### src/rtl/adc_par_reader.sv
// ---------------------------------------------------------------------------------------------
// adc_par_reader
//   Read side of the 8-bit parallel ADC/DAC lab. Periodically starts a conversion on an 8-bit
//   parallel ADC (CONVSTn/CSn/RDn/BUSY handshake), waits for BUSY to drop, reads the bus and
//   presents the result as a one-cycle valid strobe plus an LED mirror.
//
//   Optional feature macro: ADC_AVG_EN
//     defined   : output is the truncated mean of the last four captured samples
//                 (history starts zero-filled, so the first three results ramp up)
//     undefined : output is the raw captured sample, no history logic is built
//
// Ports
//   clk           in   system clock
//   rst           in   asynchronous, active-low reset
//   adc_busy      in   ADC BUSY, active-high during conversion, asynchronous to clk
//   adc_d         in   ADC parallel data bus [7:0]
//   adc_convstn   out  conversion start, active-low
//   adc_csn       out  chip select, active-low
//   adc_rdn       out  read strobe, active-low
//   sample_data   out  last accepted sample [7:0]
//   sample_valid  out  one-cycle pulse when sample_data updates
//   led_out       out  copy of sample_data [7:0]
//   timeout_err   out  sticky: BUSY never dropped within BUSY_TIMEOUT cycles
//
// All timing parameters must lie in 1..1023 (10-bit phase counter).
// ---------------------------------------------------------------------------------------------
module adc_par_reader #(
   parameter int unsigned GAP_CYC      = 200,
   parameter int unsigned CONV_CYC     = 20,
   parameter int unsigned RD_CYC       = 30,
   parameter int unsigned BUSY_MIN     = 4,
   parameter int unsigned BUSY_TIMEOUT = 1000
) (
   input  logic       clk,
   input  logic       rst,
   input  logic       adc_busy,
   input  logic [7:0] adc_d,
   output logic       adc_convstn,
   output logic       adc_csn,
   output logic       adc_rdn,
   output logic [7:0] sample_data,
   output logic       sample_valid,
   output logic [7:0] led_out,
   output logic       timeout_err
);

   localparam logic [9:0] GapLast     = 10'(GAP_CYC - 1);
   localparam logic [9:0] ConvLast    = 10'(CONV_CYC - 1);
   localparam logic [9:0] RdLast      = 10'(RD_CYC - 1);
   localparam logic [9:0] BusyMinLast = 10'(BUSY_MIN - 1);
   localparam logic [9:0] TimeoutLast = 10'(BUSY_TIMEOUT - 1);

   typedef enum logic [2:0] {
      StGap,
      StConvst,
      StWaitBusy,
      StRead,
      StDone
   } state_e;

   state_e     state;
   logic [9:0] cnt;
   logic       busy_meta;
   logic       busy_s;
   logic       capture;
   logic [7:0] result;

   // BUSY is asynchronous; reset to "busy" so nothing is read before the sync settles
   always_ff @(posedge clk or negedge rst) begin
      if (!rst) begin
         busy_meta <= 1'b1;
         busy_s    <= 1'b1;
      end else begin
         busy_meta <= adc_busy;
         busy_s    <= busy_meta;
      end
   end

   // Data is sampled on the last RDn-low edge
   assign capture = (state == StRead) && (cnt == RdLast);

`ifdef ADC_AVG_EN
   logic [7:0] h0, h1, h2, h3;
   logic [9:0] sum;

   always_ff @(posedge clk or negedge rst) begin
      if (!rst) begin
         h0 <= 8'h00;
         h1 <= 8'h00;
         h2 <= 8'h00;
         h3 <= 8'h00;
      end else if (capture) begin
         h0 <= adc_d;
         h1 <= h0;
         h2 <= h1;
         h3 <= h2;
      end
   end

   // Evaluated in DONE, so the newest sample is already in h0
   assign sum    = 10'(h0) + 10'(h1) + 10'(h2) + 10'(h3);
   assign result = sum[9:2];
`else
   logic [7:0] raw;

   always_ff @(posedge clk or negedge rst) begin
      if (!rst) begin
         raw <= 8'h00;
      end else if (capture) begin
         raw <= adc_d;
      end
   end

   assign result = raw;
`endif

   // Sequencer; every strobe is registered and changes on the transition edge
   always_ff @(posedge clk or negedge rst) begin
      if (!rst) begin
         state        <= StGap;
         cnt          <= 10'd0;
         adc_convstn  <= 1'b1;
         adc_csn      <= 1'b1;
         adc_rdn      <= 1'b1;
         sample_data  <= 8'h00;
         sample_valid <= 1'b0;
         led_out      <= 8'h00;
         timeout_err  <= 1'b0;
      end else begin
         sample_valid <= 1'b0;
         cnt          <= cnt + 10'd1;
         case (state)
            StGap: begin
               if (cnt == GapLast) begin
                  state       <= StConvst;
                  cnt         <= 10'd0;
                  adc_csn     <= 1'b0;
                  adc_convstn <= 1'b0;
               end
            end
            StConvst: begin
               if (cnt == ConvLast) begin
                  state       <= StWaitBusy;
                  cnt         <= 10'd0;
                  adc_convstn <= 1'b1;
               end
            end
            StWaitBusy: begin
               // Early low BUSY is ignored: it may predate the rise or still be in the sync
               if ((cnt >= BusyMinLast) && !busy_s) begin
                  state   <= StRead;
                  cnt     <= 10'd0;
                  adc_rdn <= 1'b0;
               end else if (cnt == TimeoutLast) begin
                  state       <= StGap;
                  cnt         <= 10'd0;
                  adc_csn     <= 1'b1;
                  timeout_err <= 1'b1;
               end
            end
            StRead: begin
               if (cnt == RdLast) begin
                  state   <= StDone;
                  cnt     <= 10'd0;
                  adc_rdn <= 1'b1;
                  adc_csn <= 1'b1;
               end
            end
            StDone: begin
               state        <= StGap;
               cnt          <= 10'd0;
               sample_data  <= result;
               led_out      <= result;
               sample_valid <= 1'b1;
            end
            default: begin
               state       <= StGap;
               cnt         <= 10'd0;
               adc_convstn <= 1'b1;
               adc_csn     <= 1'b1;
               adc_rdn     <= 1'b1;
            end
         endcase
      end
   end

endmodule

### config.mk
export PLATFORM = sky130hd
export DESIGN_NAME = adc_par_reader
export DESIGN_NICKNAME = d
export VERILOG_FILES = /design/src/rtl/adc_par_reader.sv
export SDC_FILE = /design/constraint.sdc
export NUM_CORES = 1
export LEC_CHECK = 0
export ABC_AREA = 1
export BUFFER_PORTS_ARGS = -buffer_cell sky130_fd_sc_hd__buf_2
export CAP_MARGIN = 10
export CORE_ASPECT_RATIO = 0.7
export CORE_MARGIN = 3
export CORE_UTILIZATION = 40
export CTS_BUF_LIST = sky130_fd_sc_hd__clkbuf_4 sky130_fd_sc_hd__clkbuf_8 sky130_fd_sc_hd__clkbuf_16
export DETAILED_ROUTE_END_ITERATION = 7
export GPL_TIMING_DRIVEN = 0
export PLACE_DENSITY = 0.69
export SLEW_MARGIN = 0
export SYNTH_ARGS = -nofsm -noshare
export SYNTH_HDL_FRONTEND = slang
export SYNTH_SLANG_ARGS = --single-unit
### constraint.sdc
create_clock -name clk -period 1.9 [get_ports clk]
set_input_delay 0.285 -clock clk [delete_from_list [all_inputs] [get_ports clk]]
set_output_delay 0.285 -clock clk [all_outputs]
set_load 0.03 [all_outputs]
==> metrics.txt <==
outcome=finished clean; type of origin of the critical path=flop; combinational power share=0.017; HP Class=in -> async; top cell type's share of synthesized area=0.430; dpl cells=302; grt total ovfl=0; unrepaired setup endpoints after global routing=no; fin crit share=0.938; final WL=3540 um; Hold Vio Cnt, Final=0; fin util=0.523; Row Count=19; post-synthesis cell area=1800 um2; Worst-Margin Slew=between 0.7 and 0.8 ns; syn_nets=232; min cycle time layout=1.78 ns; setup TNS=0 ns; initial DRC count=110; core area=4110 um2; Non-Filler Instances=310; CTS sink count=36; Port Buffers=31; post-synthesis average cell area=8.23 um2; CP peak stage delay=~0.45 ns; clock-pin slew on the worst setup and hold paths=0.07 ns; final net count=270; Pleak=1.14 nW; crit end category=flop; Bufs on Longest Clock Path=2; register area=907 um2; Die X=86.2 um; Resized Gates After CTS=0; H-Tree Depth=2; WL per Instance=11.4 um; CTS tree=built; sw frac=0.187; setup ws final=0.119 ns; Place WS=0.144 ns; detailed-route via count=1429; internal cell power=about 0.0012 W; Syn. warnings=0; worst-path fanout max=10; Via-to-Cell Ratio=4.61; most common cell after layout, fill and taps aside=nand2_1; first-pass GRT wire length=6220 um; Layout area overhead=19.2%; vias in the first global route=1337; Max-Slew Margin vs Limit=0.484; FF+latch count, synth=36; CP Cell Sequence=ha_1, nand2_1, nor2_1, nand3_1, nand2_1, nor2_4, nor2_4, buf_8, nor2_2; share of layout cells above drive strength 1=0.318; Worst path slowest cell=dfrtp_1; Clk pwr share=0.478; post-synth cell types=25; # hold bufs at CTS=0; Max Clk Rate=0.561 GHz; Power Dens Cells=710 nW/um2; total global-route track usage=0.148; First-pass DRT Iterations=6; Reg power frac=0.505; Pins Over Slew Limit=0; final setup violation count=0; Root Driver=clkbuf_8; post-synthesis sequential area ratio=0.503; total inserted antenna cells=0; Switch Pwr=0.000285 W; I/O pins=32; pin count of the biggest net entering global routing=37; placement-stage cell area=~2000 um2; DP HPWL=2670 um; Yosys top cell by area=dfrtp_1; Clock Skews=0.00690 ns; fillers=just under 400; initial antenna violation count=0; area occupied by multi-input gates=about 710 um2; crit path DAT=1.96 ns; Initial Utilization=0.438; commonest cells after routing, fill and taps aside=nand2_1 (75), dfrtp_1 (31), buf_2 (31); max-cap violations=0; clk_lat worst skew=0.29 ns; WS Path Type=reg -> reg; Synth area leaders=dfrtp_1 (43%), nand2_1 (16%), dfstp_2 (7.3%); DRC Markers=0; Die ar.=5360 um2; Worst EP required=roughly 2.1 ns; Detail Route Antenna Nets=0; Die Span Y=slightly above 60 um; Post-Synthesis Cells=219; GPL Wtd Cong=roughly 0.86; post-CTS repair timing setup buffer count=0; Peak supply drop=between 0.5 and 0.6 mV; CTS buffer count=5; final instance area=about 2100 um2
==> cell usage after synthesis <==
cell type / instances
buf_6: 1
o21ai_1: 1
inv_1: 18
nand2_1: 75
nand4_1: 2
dfstp_2: 5
xor2_1: 3
nor2_1: 16
inv_2: 4
nand3_4: 1
clkinv_1: 1
dfrtp_1: 31
nor2_2: 14
nor3_2: 1
o21bai_1: 1
nand3_1: 13
o21ai_0: 10
a21oi_1: 1
buf_4: 9
clkbuf_1: 1
ha_1: 2
nor3_1: 1
nand2_2: 5
buf_8: 1
nor2_4: 2
==> sequential cells by signal, summed over array words and instances, names as in the netlist <==
name / flops
adc_csn: 1
timeout_err: 1
adc_rdn: 1
busy_meta: 1
raw: 8
cnt: 10
busy_s: 1
adc_convstn: 1
state: 3
led_out: 8
sample_valid: 1
==> final timing paths <==
kind                                startpoint                   to  slack (ns)  cells past startpoint
max                           cnt[0]$_DFF_PN0_     cnt[7]$_DFF_PN0_        0.12                      9
min                                        rst     cnt[0]$_DFF_PN0_        0.07                      1
max reg2reg                   cnt[0]$_DFF_PN0_     cnt[7]$_DFF_PN0_        0.12                      9
min reg2reg                busy_meta$_DFF_PN1_     busy_s$_DFF_PN1_        0.36                      0
max in group asynchronous                  rst     cnt[6]$_DFF_PN0_        1.33                      1
min in group clk                      adc_busy  busy_meta$_DFF_PN1_        0.09                      1
==> power by group through the flow <==
stage	combinational, W	clock [W]	sequential, W
after floorplan	0.00000234	0	0.000785
after detailed placement	0.0000277	0	0.000785
after CTS	0.0000277	0.000746	0.000771
after global placement	0.0000275	0	0.000785
final	0.0000261	0.000729	0.000771
after global routing	0.0000317	0.000783	0.000771
==> per-stage QoR <==
stage | hold WS [ns] | total power [W]
after floorplan | -0.0106 | 0.000788
after global placement | 0.347 | 0.000813
after detailed placement | 0.347 | 0.000813
after CTS | 0.0796 | 0.00154
after global routing | 0.0822 | 0.00159
final | 0.0670 | 0.00153
==> per-layer routing <==
layer | global-route usage | wire (um)
met5 | 0 | 0
met4 | 0.0700 | 91
met3 | 0.0357 | 250
met2 | 0.195 | 1360
met1 | 0.223 | 1840
==> kinds of logic after synthesis <==
kind of cell               Yosys count  share of synthesized area
and+or+nand+nor                    130                      0.329
DFF                                 36                      0.503
buffers and inverters               35                      0.102
AOI/OAI and AO/OA                   13                     0.0375
xor gates and xnor gates             3                     0.0146
adders and majority gates            2                     0.0139
==> area by class of cell <==
class | instances | area share
Tap cell | 52 | 0.0303
Multi-Input combinational cell | 148 | 0.331
Buffer | 12 | 0.0454
Inverter | 23 | 0.0402
Clock inverter | 1 | 0.0140
Clock buffer | 7 | 0.0448
Sequential cell | 36 | 0.422
Timing Repair Buffer | 31 | 0.0722
==> worst max-delay path, delay by kind of cell (launching register included) <==
family                   cells  cell delay [ns]
AND/OR/NAND/NOR              7             0.77
flip-flops                   1             0.45
adder cells (fa/ha/maj)      1             0.29
buffers and inverters        1             0.17
(Power assumes the default switching activity.)
